File: config.mk
export PLATFORM = sky130hd
export DESIGN_NAME = adc_frontend
export DESIGN_NICKNAME = d
export VERILOG_FILES = /design/src/rtl/adc_frontend_pkg.sv /design/src/rtl/adc_frontend_sync_debounce.sv /design/src/rtl/adc_frontend.sv
export SDC_FILE = /design/constraint.sdc
export NUM_CORES = 1
export LEC_CHECK = 0
export CAP_MARGIN = 5
export CORE_MARGIN = 2
export CORE_UTILIZATION = 35
export DETAILED_ROUTE_END_ITERATION = 8
export HOLD_SLACK_MARGIN = 0.06
export PLACE_DENSITY_LB_ADDON = 0.15
export SLEW_MARGIN = 5
export SYNTH_ARGS = -nofsm -noshare
export SYNTH_HDL_FRONTEND = slang
export SYNTH_SLANG_ARGS = --single-unit
File: constraint.sdc
create_clock -name clk -period 3.7 [get_ports clk]
set_clock_uncertainty 0.1 [all_clocks]
set_input_delay 0.925 -clock clk [delete_from_list [all_inputs] [get_ports clk]]
set_output_delay 0.925 -clock clk [all_outputs]
set_load 0.005 [all_outputs]
File: src/rtl/adc_frontend_pkg.sv
// Shared types and default constants for the ADC acquisition front-end.
package adc_frontend_pkg;

  typedef enum logic [1:0] {
    ST_IDLE   = 2'd0,
    ST_FIRST  = 2'd1,
    ST_TRACK  = 2'd2,
    ST_LOCKED = 2'd3
  } fe_state_e;

  localparam int unsigned DEF_DATA_WIDTH   = 12;
  localparam int unsigned DEF_ADC_DIV      = 20;
  localparam int unsigned DEF_SYNC_STAGES  = 2;
  localparam int unsigned DEF_DEBOUNCE     = 4;
  localparam int unsigned DEF_PERIOD_WIDTH = 24;
  localparam int unsigned DEF_TOL          = 2;
  localparam int unsigned DEF_STABLE_COUNT = 4;

endpackage

File: src/rtl/adc_frontend_sync_debounce.sv
// Multi-flop synchroniser followed by a debouncer; the output only changes
// after the synchronised input has disagreed with it for DEBOUNCE cycles.
module sync_debounce
  import adc_frontend_pkg::*;
#(
  parameter int unsigned SYNC_STAGES = DEF_SYNC_STAGES,
  parameter int unsigned DEBOUNCE    = DEF_DEBOUNCE
) (
  input  logic clk,
  input  logic rst,
  input  logic async_i,
  output logic level_o
);

  localparam int unsigned CW = $clog2(DEBOUNCE + 1);

  logic [SYNC_STAGES-1:0] sync_q;
  logic [CW-1:0]          cnt_q, cnt_d;
  logic                   level_q, level_d;
  logic                   synced;

  assign synced = sync_q[SYNC_STAGES-1];

  always_comb begin
    cnt_d   = '0;
    level_d = level_q;
    if (synced != level_q) begin
      if (cnt_q == CW'(DEBOUNCE - 1)) begin
        level_d = ~level_q;
      end else begin
        cnt_d = cnt_q + 1'b1;
      end
    end
  end

  always_ff @(posedge clk) begin
    if (rst) begin
      sync_q  <= '0;
      cnt_q   <= '0;
      level_q <= 1'b0;
    end else begin
      sync_q  <= {sync_q[SYNC_STAGES-2:0], async_i};
      cnt_q   <= cnt_d;
      level_q <= level_d;
    end
  end

  assign level_o = level_q;

endmodule

File: src/rtl/adc_frontend.sv
// Acquisition front-end: ADC clock divider and word capture, comparator
// conditioning, period measurement and lock detection feeding dual_buffer.
module adc_frontend
  import adc_frontend_pkg::*;
#(
  parameter int unsigned DATA_WIDTH   = DEF_DATA_WIDTH,
  parameter int unsigned ADC_DIV      = DEF_ADC_DIV,
  parameter int unsigned SYNC_STAGES  = DEF_SYNC_STAGES,
  parameter int unsigned DEBOUNCE     = DEF_DEBOUNCE,
  parameter int unsigned PERIOD_WIDTH = DEF_PERIOD_WIDTH,
  parameter int unsigned TOL          = DEF_TOL,
  parameter int unsigned STABLE_COUNT = DEF_STABLE_COUNT
) (
  input  logic                    clk,
  input  logic                    rst,
  input  logic [DATA_WIDTH-1:0]   adc_data,
  input  logic                    signal_in,
  output logic                    adc_clk,
  output logic [DATA_WIDTH-1:0]   sync_adc_data,
  output logic                    sample_valid,
  output logic                    sync_signal_in,
  output logic [PERIOD_WIDTH-1:0] period,
  output logic                    period_valid,
  output logic                    stable
);

  localparam int unsigned DCW = $clog2(ADC_DIV);
  localparam int unsigned MCW = $clog2(STABLE_COUNT + 1);
  localparam int unsigned XW  = PERIOD_WIDTH + 1;

  logic [DCW-1:0]          div_cnt_q, div_cnt_d;
  logic                    adc_clk_q, adc_clk_d;
  logic [DATA_WIDTH-1:0]   data_q, data_d;
  logic                    sv_q, sv_d;

  logic                    sig_level, sig_prev_q;
  logic [PERIOD_WIDTH-1:0] cnt_q, cnt_d;
  logic [PERIOD_WIDTH-1:0] period_q, period_d;
  logic [PERIOD_WIDTH-1:0] prev_q, prev_d;
  logic                    pv_q, pv_d;
  logic                    cmp_q, cmp_d;
  logic [MCW-1:0]          mc_q, mc_d, mc_inc;
  fe_state_e               state_q, state_d;

  logic                    rise, sat, match;
  logic [PERIOD_WIDTH-1:0] measured;
  logic signed [XW-1:0]    diff;
  logic [XW-1:0]           abs_diff;

  sync_debounce #(
    .SYNC_STAGES(SYNC_STAGES),
    .DEBOUNCE   (DEBOUNCE)
  ) u_sig_sync (
    .clk    (clk),
    .rst    (rst),
    .async_i(signal_in),
    .level_o(sig_level)
  );

  // Divider and capture: the word is taken on the edge that drops adc_clk.
  always_comb begin
    div_cnt_d = (div_cnt_q == DCW'(ADC_DIV - 1)) ? '0 : div_cnt_q + 1'b1;
    adc_clk_d = adc_clk_q;
    if (div_cnt_q == DCW'(ADC_DIV - 1) || div_cnt_q == DCW'(ADC_DIV / 2 - 1)) begin
      adc_clk_d = ~adc_clk_q;
    end
    sv_d   = adc_clk_q & ~adc_clk_d;
    data_d = sv_d ? adc_data : data_q;
  end

  assign rise     = sig_level & ~sig_prev_q;
  assign sat      = &cnt_q;
  assign measured = cnt_q + 1'b1;
  assign mc_inc   = mc_q + 1'b1;
  assign diff     = $signed({1'b0, period_q}) - $signed({1'b0, prev_q});
  assign abs_diff = diff[XW-1] ? $unsigned(-diff) : $unsigned(diff);
  assign match    = (abs_diff <= XW'(TOL));

  // cmp_q marks a period_valid whose edge arrived in TRACK/LOCKED; the pulse
  // produced by the FIRST edge only seeds prev_period and is not compared.
  always_comb begin
    cnt_d    = rise ? '0 : (sat ? cnt_q : cnt_q + 1'b1);
    period_d = period_q;
    pv_d     = 1'b0;
    cmp_d    = 1'b0;
    prev_d   = prev_q;
    mc_d     = mc_q;
    state_d  = state_q;

    if (rise && !sat && state_q != ST_IDLE) begin
      pv_d     = 1'b1;
      period_d = measured;
      cmp_d    = (state_q == ST_TRACK) || (state_q == ST_LOCKED);
    end

    if (sat && state_q != ST_IDLE) begin
      state_d = ST_IDLE;
      mc_d    = '0;
    end else begin
      unique case (state_q)
        ST_IDLE: begin
          if (rise) state_d = ST_FIRST;
        end
        ST_FIRST: begin
          if (rise) begin
            prev_d  = measured;
            state_d = ST_TRACK;
          end
        end
        ST_TRACK: begin
          if (cmp_q) begin
            prev_d = period_q;
            if (match) begin
              mc_d = mc_inc;
              if (mc_inc >= MCW'(STABLE_COUNT)) state_d = ST_LOCKED;
            end else begin
              mc_d = '0;
            end
          end
        end
        ST_LOCKED: begin
          if (cmp_q) begin
            prev_d = period_q;
            if (match) begin
              mc_d = (mc_q >= MCW'(STABLE_COUNT)) ? mc_q : mc_inc;
            end else begin
              mc_d    = '0;
              state_d = ST_TRACK;
            end
          end
        end
        default: state_d = ST_IDLE;
      endcase
    end
  end

  always_ff @(posedge clk) begin
    if (rst) begin
      div_cnt_q  <= '0;
      adc_clk_q  <= 1'b0;
      data_q     <= '0;
      sv_q       <= 1'b0;
      sig_prev_q <= 1'b0;
      cnt_q      <= '0;
      period_q   <= '0;
      pv_q       <= 1'b0;
      cmp_q      <= 1'b0;
      prev_q     <= '0;
      mc_q       <= '0;
      state_q    <= ST_IDLE;
    end else begin
      div_cnt_q  <= div_cnt_d;
      adc_clk_q  <= adc_clk_d;
      data_q     <= data_d;
      sv_q       <= sv_d;
      sig_prev_q <= sig_level;
      cnt_q      <= cnt_d;
      period_q   <= period_d;
      pv_q       <= pv_d;
      cmp_q      <= cmp_d;
      prev_q     <= prev_d;
      mc_q       <= mc_d;
      state_q    <= state_d;
    end
  end

  assign adc_clk        = adc_clk_q;
  assign sync_adc_data  = data_q;
  assign sample_valid   = sv_q;
  assign sync_signal_in = sig_level;
  assign period         = period_q;
  assign period_valid   = pv_q;
  assign stable         = (state_q == ST_LOCKED);

endmodule

==> flow_metrics.env, run 1 <==
export IMPL_ys_ff_latch=105
export IMPL_layout_drive_gt1_share_pct=22.4
export IMPL_grt_pass1_vias=6164
export IMPL_crit_arrival_ns=4.20
export IMPL_wl_um=18300
export IMPL_ir_drop_uv=236
export IMPL_drtAntennaViolNets=0
export IMPL_ios=56
export IMPL_cp_common_cell="a31oi_1"
export IMPL_dp_hpwl_um=14200
export IMPL_powerDensity_nw_per_um2=238
export IMPL_syn_instance_count=870
export IMPL_syn_area_per_cell_um2=7.78
export IMPL_worstSetupPathType="flop to flop"
export IMPL_clock_latency_ns=0.36
export IMPL_p_leak_nw=3.79
export IMPL_track_usage_pct=18.2
export IMPL_yosys_cell_types_count=77
export IMPL_min_from="u_sig_sync.cnt_q[0]"
export IMPL_overflow=0
export IMPL_start_util_pct=36.0
export IMPL_synth_flop_cell="dfxtp_1"
export IMPL_cts_root_buffer="clkbuf_16"
export IMPL_reg2reg_depth=14
export IMPL_start_kind="flop"
export IMPL_rsz0062_at_grt="true"
export IMPL_cp_cell_sequence="inv_2, ha_4, fa_2, nand2b_4, a21bo_4, a2111o_1, a31oi_1, or4bb_4, or4_4, a211oi_2, o221ai_2, nor4b_4, o211ai_1, a31oi_1"
export IMPL_area_delta_synth_final_pct=33.8
export IMPL_report_final_slew_viol_count=0
export IMPL_h_tree_depth=3
export IMPL_yosysSeqAreaShare_pct=31.0
export IMPL_reg2reg_from="period[0]"
export IMPL_die_y_um=143
export IMPL_hp_class="flop to flop"
export IMPL_dieWidth_um=143
export IMPL_antenna_cells=0
export IMPL_status="complete, but fails checks"
export IMPL_row_count=50
export IMPL_via_per_inst=5.07
export IMPL_holdWs_ns=0.328
export IMPL_yosysWarnings=0
export IMPL_io_buffer_count=55
export IMPL_layout_common_cells="nor2_1, buf_4, dfxtp_1, a21oi_1, clkdlybuf4s50_1"
export IMPL_num_vias=6607
export IMPL_synthArstFlopShare_pct=0
export IMPL_period_needed_ns=4.01
export IMPL_clock_sinks=105
export IMPL_synthesis_area_um2=6770
export IMPL_max_freq_ghz=0.249
export IMPL_rrSetupSlack_ns=-0.31
export IMPL_layout_commonest_cell="nor2_1"
export IMPL_holdBufCountCts=0
export IMPL_cp_required_ns=3.89
export IMPL_setup_tns_ns=-1.11
export IMPL_grt_first_pass_wirelength_um=30300
export IMPL_antenna_found_initial=0
export IMPL_drcViolationCount=0
export IMPL_hold_violations=0
export IMPL_crit_slowest_cell="or4bb_4"
export IMPL_final_area_um2=9060
export IMPL_first_iter_violations=254
export IMPL_first_pass_iters=7
export IMPL_cts_buffers=9
export IMPL_cts_tree="done"
export IMPL_clk_pin_slew_ns=0.08
export IMPL_grt_max_degree=59
export IMPL_core_um2=18800
export IMPL_nets=1084
export IMPL_min_to="u_sig_sync.cnt_q[0]"
export IMPL_hold_depth=1
export IMPL_critPathMaxFanout=5
export IMPL_setup_viol=4
export IMPL_min_period_over_period_pct=108
export IMPL_globalplace_congestion=0.891
export IMPL_violations="negative setup slack"
export IMPL_die_area_um2=20500
export IMPL_synth_nets=917
export IMPL_synth_edf_count=0
export IMPL_worst_pin_slew_ns=0.684
export IMPL_r2r_end="mc_q[2]"
export IMPL_slowest_delay_ns=0.51
export IMPL_setup_ws_ns=-0.313
export IMPL_maxCapViolCount=0
export IMPL_placed_area_um2=8570
export IMPL_cts_buffer_depth=2
export IMPL_avgRoutedWirePerCell_um=14.0
export IMPL_endpoint_kind="flop"
export IMPL_slew_headroom_pct=53.2
-- synthesized netlist by cell type (18+ instances only) --
master / instances / area [um2]
dfxtp_1: 105 / 2100
clkbuf_1: 34 / 128
mux2i_1: 18 / 180
a21oi_1: 102 / 510
nor2_1: 145 / 544
nand2_1: 54 / 203
inv_1: 40 / 150
a211oi_1: 34 / 255
xnor2_1: 22 / 193
ha_1: 31 / 388
o21ai_0: 19 / 95.1
nand3_1: 29 / 145
-- report_power, final --
group          switching, mW  leakage (nW)  internal (mW)
Sequential           0.00592         0.850           1.14
Clock                  0.478         0.135          0.475
Combinational         0.0328          2.80         0.0264
Total                  0.517          3.79           1.64
-- critical path, delay by kind of cell (launching register included) --
family                     cells  cell delay, ns
buffers and inverters          1            0.04
AOI/OAI and AO/OA              7            1.42
DFF                            1            0.33
and+or+nand+nor                4            1.54
adders and majority gates      2            0.51
-- metrics by stage --
step,setup slack [ns],power (mW),util [%],instances
2_1_floorplan,-0.296,1.20,-,870
3_3_place_gp,-0.408,1.23,45.5,1282
3_5_place_dp,-0.456,1.23,45.5,1282
4_1_cts,-0.347,2.18,47.5,1300
5_1_grt,-0.527,2.23,48.1,1302
6_report,-0.313,2.15,48.1,1302
-- area by class of cell --
cell class	count	area, um2
Clock buffer	9	225
Fill cell	1886	9770
Multi-Input combinational cell	681	4520
Inverter	40	150
Timing Repair Buffer	200	1660
Tap cell	260	325
Clock inverter	7	70.1
Sequential cell	105	2110
-- registers in the layout (all words and copies together), names as in the netlist, 2 cells and up --
signal	flops
mc_q	3
period	24
state_q	2
sync_adc_data	12
cnt_q	24
prev_q	24
div_cnt_q	5
u_sig_sync.cnt_q	3
u_sig_sync.sync_q	2
-- how the worst max path moves through the flow --
stage | start | slack (ns) | endpoint | cells after the start
floorplan | period[0] | -0.30 | mc_q[2] | 14
global placement | period[0] | -0.41 | mc_q[2] | 15
detailed placement | period[0] | -0.46 | mc_q[2] | 15
CTS | period[0] | -0.35 | mc_q[2] | 14
global route | prev_q[3] | -0.53 | mc_q[2] | 16
finish | period[0] | -0.31 | mc_q[2] | 14
-- layer usage --
layer | share of wire, % | up-vias | global-route usage, %
li1 | - | 3465 | -
met4 | 2.0 | 0 | 5.32
met1 | 52 | 3032 | 26.0
met5 | 0 | - | 0
met3 | 2.6 | 21 | 2.72
met2 | 43 | 89 | 28.4
-- cell families (layout without fill, tap and decap cells) --
kind of cell             count (synthesis)  in the layout  synth area share [%]
multiplexers                            18             18                  2.66
buffers and inverters                   84            256                  5.23
XOR/XNOR                                39             39                  5.04
AO/OA/AOI/OAI                          249            249                  25.4
AND/OR/NAND/NOR                        343            343                  24.6
flip-flops                             105            105                  31.0
adder cells (fa/ha/maj)                 32             32                  6.02
-- timing repair --
item                       in CTS  in global routing
resized for setup               9                 26
pin swaps                      14                 11
setup endpoints to repair       4                  4
setup buffers                   2                  2
No activity file was read; power rests on OpenSTA's default activity.
==> run 2: changes to the inputs <==
HOLD_SLACK_MARGIN = 0.1   (was 0.06)
SLEW_MARGIN = 20   (was 5)
==> results of run 2 <==
Same layout as run 1: the final DEF is identical, and so are final timing and power.
